**config.mk**
```make
export PLATFORM = sky130hd
export DESIGN_NAME = serial_comparator
export DESIGN_NICKNAME = d
export VERILOG_FILES = /design/src/rtl/serial_comparator.sv
export SDC_FILE = /design/constraint.sdc
export NUM_CORES = 1
export LEC_CHECK = 0
export BUFFER_PORTS_ARGS = -buffer_cell sky130_fd_sc_hd__clkbuf_2
export CORE_UTILIZATION = 29
export CTS_CLUSTER_DIAMETER = 50
export CTS_CLUSTER_SIZE = 20
export DETAILED_ROUTE_END_ITERATION = 10
export HOLD_SLACK_MARGIN = 0.06
export PLACE_DENSITY_LB_ADDON = 0.25
export SLEW_MARGIN = 20
export SYNTH_ARGS = -nofsm -noshare
export SYNTH_HDL_FRONTEND = slang
export SYNTH_SLANG_ARGS = --single-unit
export TNS_END_PERCENT = 100
```
**constraint.sdc**
```tcl
create_clock -name CLK -period 1.8 [get_ports CLK]
set_input_delay 0.54 -clock CLK [delete_from_list [all_inputs] [get_ports CLK]]
set_output_delay 0.54 -clock CLK [all_outputs]
set_load 0.02 [all_outputs]
```
**src/rtl/serial_comparator.sv**
```systemverilog
// Serial loader / comparator: shifts two operands in digit-serially, then streams out
// the larger or smaller one LSB-first. Optional macro: SERIAL_COMPARATOR_RECIRC_EN (non-destructive readout).
module serial_comparator #(
    parameter int DIGIT_W    = 2,
    parameter int NUM_DIGITS = 4
) (
    input  logic               CLK,
    input  logic               RSTL,
    input  logic [DIGIT_W-1:0] D_IN,
    input  logic               D_EN,
    input  logic               SWITCH,
    input  logic               COMPARE_MODE,
    input  logic               COMPARE_EN,
    input  logic               SEL_MIN,
    output logic [DIGIT_W-1:0] D_OUT,
    output logic               D_VALID,
    output logic               BUSY,
    output logic               A_GT_B,
    output logic               A_EQ_B
);

    localparam int W     = DIGIT_W * NUM_DIGITS;
    localparam int CNT_W = (NUM_DIGITS > 1) ? $clog2(NUM_DIGITS) : 1;
    localparam logic [CNT_W-1:0] LAST_CNT = CNT_W'(NUM_DIGITS - 1);

    typedef enum logic {S_IDLE, S_OUT} state_t;

    // Handshake: D_EN loads a digit only while BUSY=0; COMPARE_EN starts a burst only
    // while BUSY=0 with COMPARE_MODE=1. While BUSY=1, D_VALID=1 marks every D_OUT digit;
    // there is no back-pressure, the burst runs NUM_DIGITS cycles unless aborted.
    state_t           r_state;
    logic [W-1:0]     r_a;
    logic [W-1:0]     r_b;
    logic [CNT_W-1:0] r_cnt;
    logic             r_sel_a;
    logic             r_gt;
    logic             r_eq;

    logic [W-1:0]     w_a_shift;
    logic [W-1:0]     w_b_shift;
    logic             w_a_gt_b;
    logic             w_a_eq_b;

    assign w_a_gt_b = (r_a > r_b);
    assign w_a_eq_b = (r_a == r_b);

`ifdef SERIAL_COMPARATOR_RECIRC_EN
    assign w_a_shift = {r_a[DIGIT_W-1:0], r_a[W-1:DIGIT_W]};
    assign w_b_shift = {r_b[DIGIT_W-1:0], r_b[W-1:DIGIT_W]};
`else
    assign w_a_shift = {{DIGIT_W{1'b0}}, r_a[W-1:DIGIT_W]};
    assign w_b_shift = {{DIGIT_W{1'b0}}, r_b[W-1:DIGIT_W]};
`endif

    always_ff @(posedge CLK) begin
        if (!RSTL) begin
            r_state <= S_IDLE;
            r_a     <= '0;
            r_b     <= '0;
            r_cnt   <= '0;
            r_sel_a <= 1'b0;
            r_gt    <= 1'b0;
            r_eq    <= 1'b0;
        end else begin
            case (r_state)
                S_IDLE: begin
                    if (D_EN) begin
                        if (SWITCH) r_b <= {D_IN, r_b[W-1:DIGIT_W]};
                        else        r_a <= {D_IN, r_a[W-1:DIGIT_W]};
                    end
                    // Compare uses the register contents before any same-edge load.
                    if (COMPARE_MODE && COMPARE_EN) begin
                        r_state <= S_OUT;
                        r_cnt   <= '0;
                        r_gt    <= w_a_gt_b;
                        r_eq    <= w_a_eq_b;
                        r_sel_a <= (w_a_gt_b ^ SEL_MIN) | w_a_eq_b;
                    end
                end
                S_OUT: begin
                    if (!COMPARE_MODE) begin
                        r_state <= S_IDLE;
                        r_cnt   <= '0;
                    end else begin
                        r_a <= w_a_shift;
                        r_b <= w_b_shift;
                        if (r_cnt == LAST_CNT) begin
                            r_state <= S_IDLE;
                            r_cnt   <= '0;
                        end else begin
                            r_cnt <= r_cnt + 1'b1;
                        end
                    end
                end
                default: r_state <= S_IDLE;
            endcase
        end
    end

    always_comb begin
        D_OUT = '0;
        if (!COMPARE_MODE)         D_OUT = D_IN;
        else if (r_state == S_OUT) D_OUT = r_sel_a ? r_a[DIGIT_W-1:0] : r_b[DIGIT_W-1:0];
    end

    assign BUSY    = (r_state == S_OUT);
    assign D_VALID = BUSY;
    assign A_GT_B  = r_gt;
    assign A_EQ_B  = r_eq;

endmodule
```
== Word level (Yosys, flattened, before mapping) ==
Cells that the tools add are included.
Word-level totals
  register bits: 22
  bits in latches: 0
  memory bits (writable): 0
  ROM bits: 0
  input port bits: 9
  output and inout bits: 6
  word-level logic and storage cells: 42
  memories: 0
Operators by class
  $add $sub $neg: 1
  multipliers: 0
  div/mod/pow operators: 0
  order comparisons: 1
  eq/ne operators: 7
  shift operators: 0
  muxes and demuxes: 19
  bitwise logic cells: 3
  reductions and logical operators: 4
Operators by type and width (number)
  two-way mux 8 bit: 6
  one-hot mux 8 bit (2 select lines): 2
  two-way mux 2 bit: 6
  != test 2 bit (second input constant): 5
  equality test 8 bit: 1
  > comparator 8 bit: 1
  AND reduction 3 bit: 2
  one-hot mux 2 bit (2 select lines): 1
  two-way mux 1 bit: 3
  adder 2 x 1 -> 2 bit (second input constant): 1
  equality test 2 bit (second input constant): 1
  one-hot mux 1 bit (2 select lines): 1
  AND reduction 2 bit: 1
  logical AND 1 bit: 1
  NOT 1 bit: 1
  OR 1 bit: 1
  bitwise XOR 1 bit: 1

== Depth between registers and ports, before layout ==
  depth in word-level cells: 4
  gate-level depth with buffers: 7
  mapped depth without buffers: 7

== Worst setup path after synthesis ==
OpenSTA, ideal clock, no wires.
  path type: input-to-output
  start: input COMPARE_MODE
  end: output D_OUT[1]
  data arrival time: 1.186 ns
  data required time: 1.260 ns
  slack: 0.074 ns
  stages on the path: 3
  path buffers: 1
  cell sequence: buf_4 -> nand2_1 -> o22ai_1
On the way
  longest elaborated chain between the ends: 1
Ends and longest elaborated chain
  start: declaration: line 12  | input logic COMPARE_MODE,
  two-way mux 2 bit: line 102  | if (!COMPARE_MODE) D_OUT = D_IN;
  end: declaration: line 15  | output logic [DIGIT_W-1:0] D_OUT,
Every way passes these cells.

== Final worst setup path ==
Same ends and word-level chain as after synthesis.

==> run_results.csv <==
group,metric,value,unit
status,status,"complete, no violations",
setup_path,path_max_fanout,8,
cells_and_area,nets,160,
yosys,ys_ff_latch,22,
sta,period_minus_slack,1.72,ns
cts,path_clk_slew,0.08,ns
yosys,synth_fa_ha_area_share,10.3,%
placed_design,gp_congestion,0.784,
power,leakage,0.000581,uW
yosys,synth_xor_area_share,0,%
worst_hold_path,min_path_cells,2,
cts,cts_tree,"built",
yosys,syn_avg_cell_area,8.89,sq um
floorplan,ios,15,
sta,skew,0.00576,ns
sta,tns,0,ns
sta,fmax,0.583,GHz
global_routing,grt.overflow.total,0,
setup_path,end_kind,"output port",
yosys,synthMuxAreaShare,12.8,%
setup_path,worstSetupPathType,"in -> out",
drt,drt_pass1_iterations,4,
sta,slew_headroom,63.2,%
drt,avgRoutedWirePerCell,12.2,um
global_routing,gr-usage-all-layers,12.8,%
global_routing,grt_max_degree,13,
cells_and_area,fillers,377,
setup_path,start_kind,"primary input",
cells_and_area,fin_area,1290,sq um
setup_path,crit_arrival,1.18,ns
drt,drt_iter0_drc,86,
placed_design,place.port_buffers,14,
yosys,synthSimpleGateAreaFrac,17.5,%
floorplan,die_area,4020,sq um
cts,clock_sinks,22,
floorplan,initial_core_util,31.5,%
setup_path,crit_required,1.26,ns
drt,drtAntennaViolNets,0,
setup_path,ff2ff_path_depth,7,
sta,fin_crit_sh,95.3,%
cells_and_area,area_delta_synth_final,18.1,%
yosys,yosysWarnings,0,
cells_and_area,n_antenna_cell,0,
cells_and_area,regArea,444,sq um
floorplan,die-width,63.4,um
setup_path,reg2reg_slack,0.11,ns
sta,rsz0062_at_grt,"yes",
floorplan,core_area,3470,sq um
cts,cts_inserted_buffers,3,
yosys,syn-num-nets,141,
cts,insertion_delay,0.26,ns
job,cap_violations,0,
cts,cts_root_buf,"clkbuf_8",
drt,routed_wl,2.29,mm
cells_and_area,final_cell_mix,"dfxtp_1 (19), nor2_1 (17), mux2i_1 (14), clkbuf_2 (14), inv_1 (13)",
setup_path,crit_start,"COMPARE_MODE",
drt,vias,922,
cts,htree_levels,1,
placed_design,hpwl,1.84,mm
yosys,postSynthCellCount,123,
setup_path,worstReg2RegStart,"r_b[1]$_SDFFE_PN0P_",
floorplan,die_y,63.4,um
power,irDropWorstVdd,0.494,mV
yosys,syn-cell-area,1090,sq um
cells_and_area,drive_gt1_share,21.3,%
yosys,yosysSeqAreaShare,40.3,%
drt,vias_per_cell,4.93,
sta,setup_viol,0,
cells_and_area,mostFrequentLayoutCell,"dfxtp_1",
worst_hold_path,min_from,"A_GT_B$_SDFFE_PN0P_",
sta,tightestPinTransition,0.552,ns
floorplan,rows,21,
sta,hold_viol_final,0,
power,p_per_area,786,nW/um^2
global_routing,grt_pass1_vias,876,
global_routing,grt_antenna_before_repair,0,
placed_design,placed_cell_area,1230,sq um
setup_path,r2r-end,"r_sel_a$_SDFFE_PN0P_",
cells_and_area,multi_input_area,586,sq um
worst_hold_path,hold_class,"reg -> reg",
global_routing,grt_pass1_wl,3.97,mm
yosys,synth_top_family_by_area,"simple AND/OR/NAND/NOR gates",
yosys,synth-compound-area-share,12.6,%
worst_hold_path,min_to,"A_GT_B$_SDFFE_PN0P_",
yosys,synthDistinctLibCells,26,
sta,drv_slew,0,
cts,clock_path_buffers,2,
drt,drc,0,
logic make-up (layout without fill, tap and decap cells):
logic type               after synthesis  after routing
multiplexers                          14             14
buffers and inverters                 17             35
adder cells (fa/ha/maj)                9              9
AND/OR/NAND/NOR                       40             40
flip-flops                            22             22
AO/OA/AOI/OAI                         21             21
flip-flops by register name, indices dropped and copies added, names as in the netlist:
signal,cells
r_b,8
A_GT_B,1
r_sel_a,1
r_a,8
BUSY,1
r_cnt,2
A_EQ_B,1
final cells by class:
| cell class | count | share of cell area, % |
|---|---|---|
| Multi-Input combinational cell | 84 | 45.3 |
| Sequential cell | 22 | 34.4 |
| Timing Repair Buffer | 18 | 7.75 |
| Tap cell | 46 | 4.46 |
| Clock buffer | 4 | 4.26 |
| Inverter | 13 | 3.78 |
how the worst max path moves through the flow:
stage | cells past startpoint | slack [ns] | endpoint
2_1_floorplan | 3 | 0.07 | D_OUT[1]
3_3_place_gp | 4 | 0.10 | D_OUT[1]
3_5_place_dp | 4 | 0.09 | D_OUT[1]
4_1_cts | 3 | 0.04 | D_OUT[0]
5_1_grt | 7 | -0.04 | r_sel_a$_SDFFE_PN0P_
6_report | 4 | 0.08 | D_OUT[1]
worst max-delay path, cell delays in order:
cell and delay [ns]:
clkbuf_2 0.17, nand2_1 0.13, o22ai_1 0.15, clkbuf_2 0.19
per-stage QoR:
stage	utilization, %	setup WS, ns	hold WS [ns]	cells	power (uW)
3_3_place_gp	35.4	0.104	0.468	183	669
3_5_place_dp	35.4	0.0865	0.489	183	673
6_report	37.2	0.0841	0.502	187	1010
4_1_cts	37.0	0.0356	0.504	187	1030
5_1_grt	37.2	-0.0394	0.511	187	1070
2_1_floorplan	-	0.0743	0.456	123	628
Yosys cell counts:
master    instances  area share, %
clkbuf_1          2           0.69
nand4_1           4            2.3
a21oi_1           8            3.7
o32ai_1           1           0.80
nor2_2            1           0.57
and3_1            1           0.57
or4_1             1           0.69
nand2_1           6            2.1
o211ai_1          1           0.69
nand2_2           1           0.57
nor3b_1           1           0.69
mux2i_1          14             13
o22ai_1           2            1.1
and3b_2           1           0.92
nor2b_1           1           0.57
buf_4             2            1.4
inv_1            13            4.5
nand3_1           4            1.8
nor3_1            2           0.92
a32oi_1           4            3.2
a21oi_2           1           0.80
nor2_1           17            5.8
o211a_1           1           0.92
ha_1              9             10
dfxtp_1          22             40
o21ai_0           3            1.4
power breakdown:
part           total, uW  switching (uW)  internal (uW)
clock network        349             155            195
registers            522            17.7            504
logic                143            82.2           61.2
total               1010             255            760
repair_timing:
item / in CTS / in global routing
resized for setup: 1 / 3
endpoints found under the setup margin: 2 / 2
buffers inserted: 0 / 0
pin swaps: 0 / 0
hold buffers: 0 / 0
layer usage:
layer	vias up	share of wire [%]	wire length (um)	track usage (%)
met3	2	4.2	96	3.80
met5	-	0	0	0
met1	436	50	1140	16.3
met2	15	45	1030	20.7
li1	469	-	-	-
met4	0	0.79	18	3.41
Power figures use the tool's default switching activity.
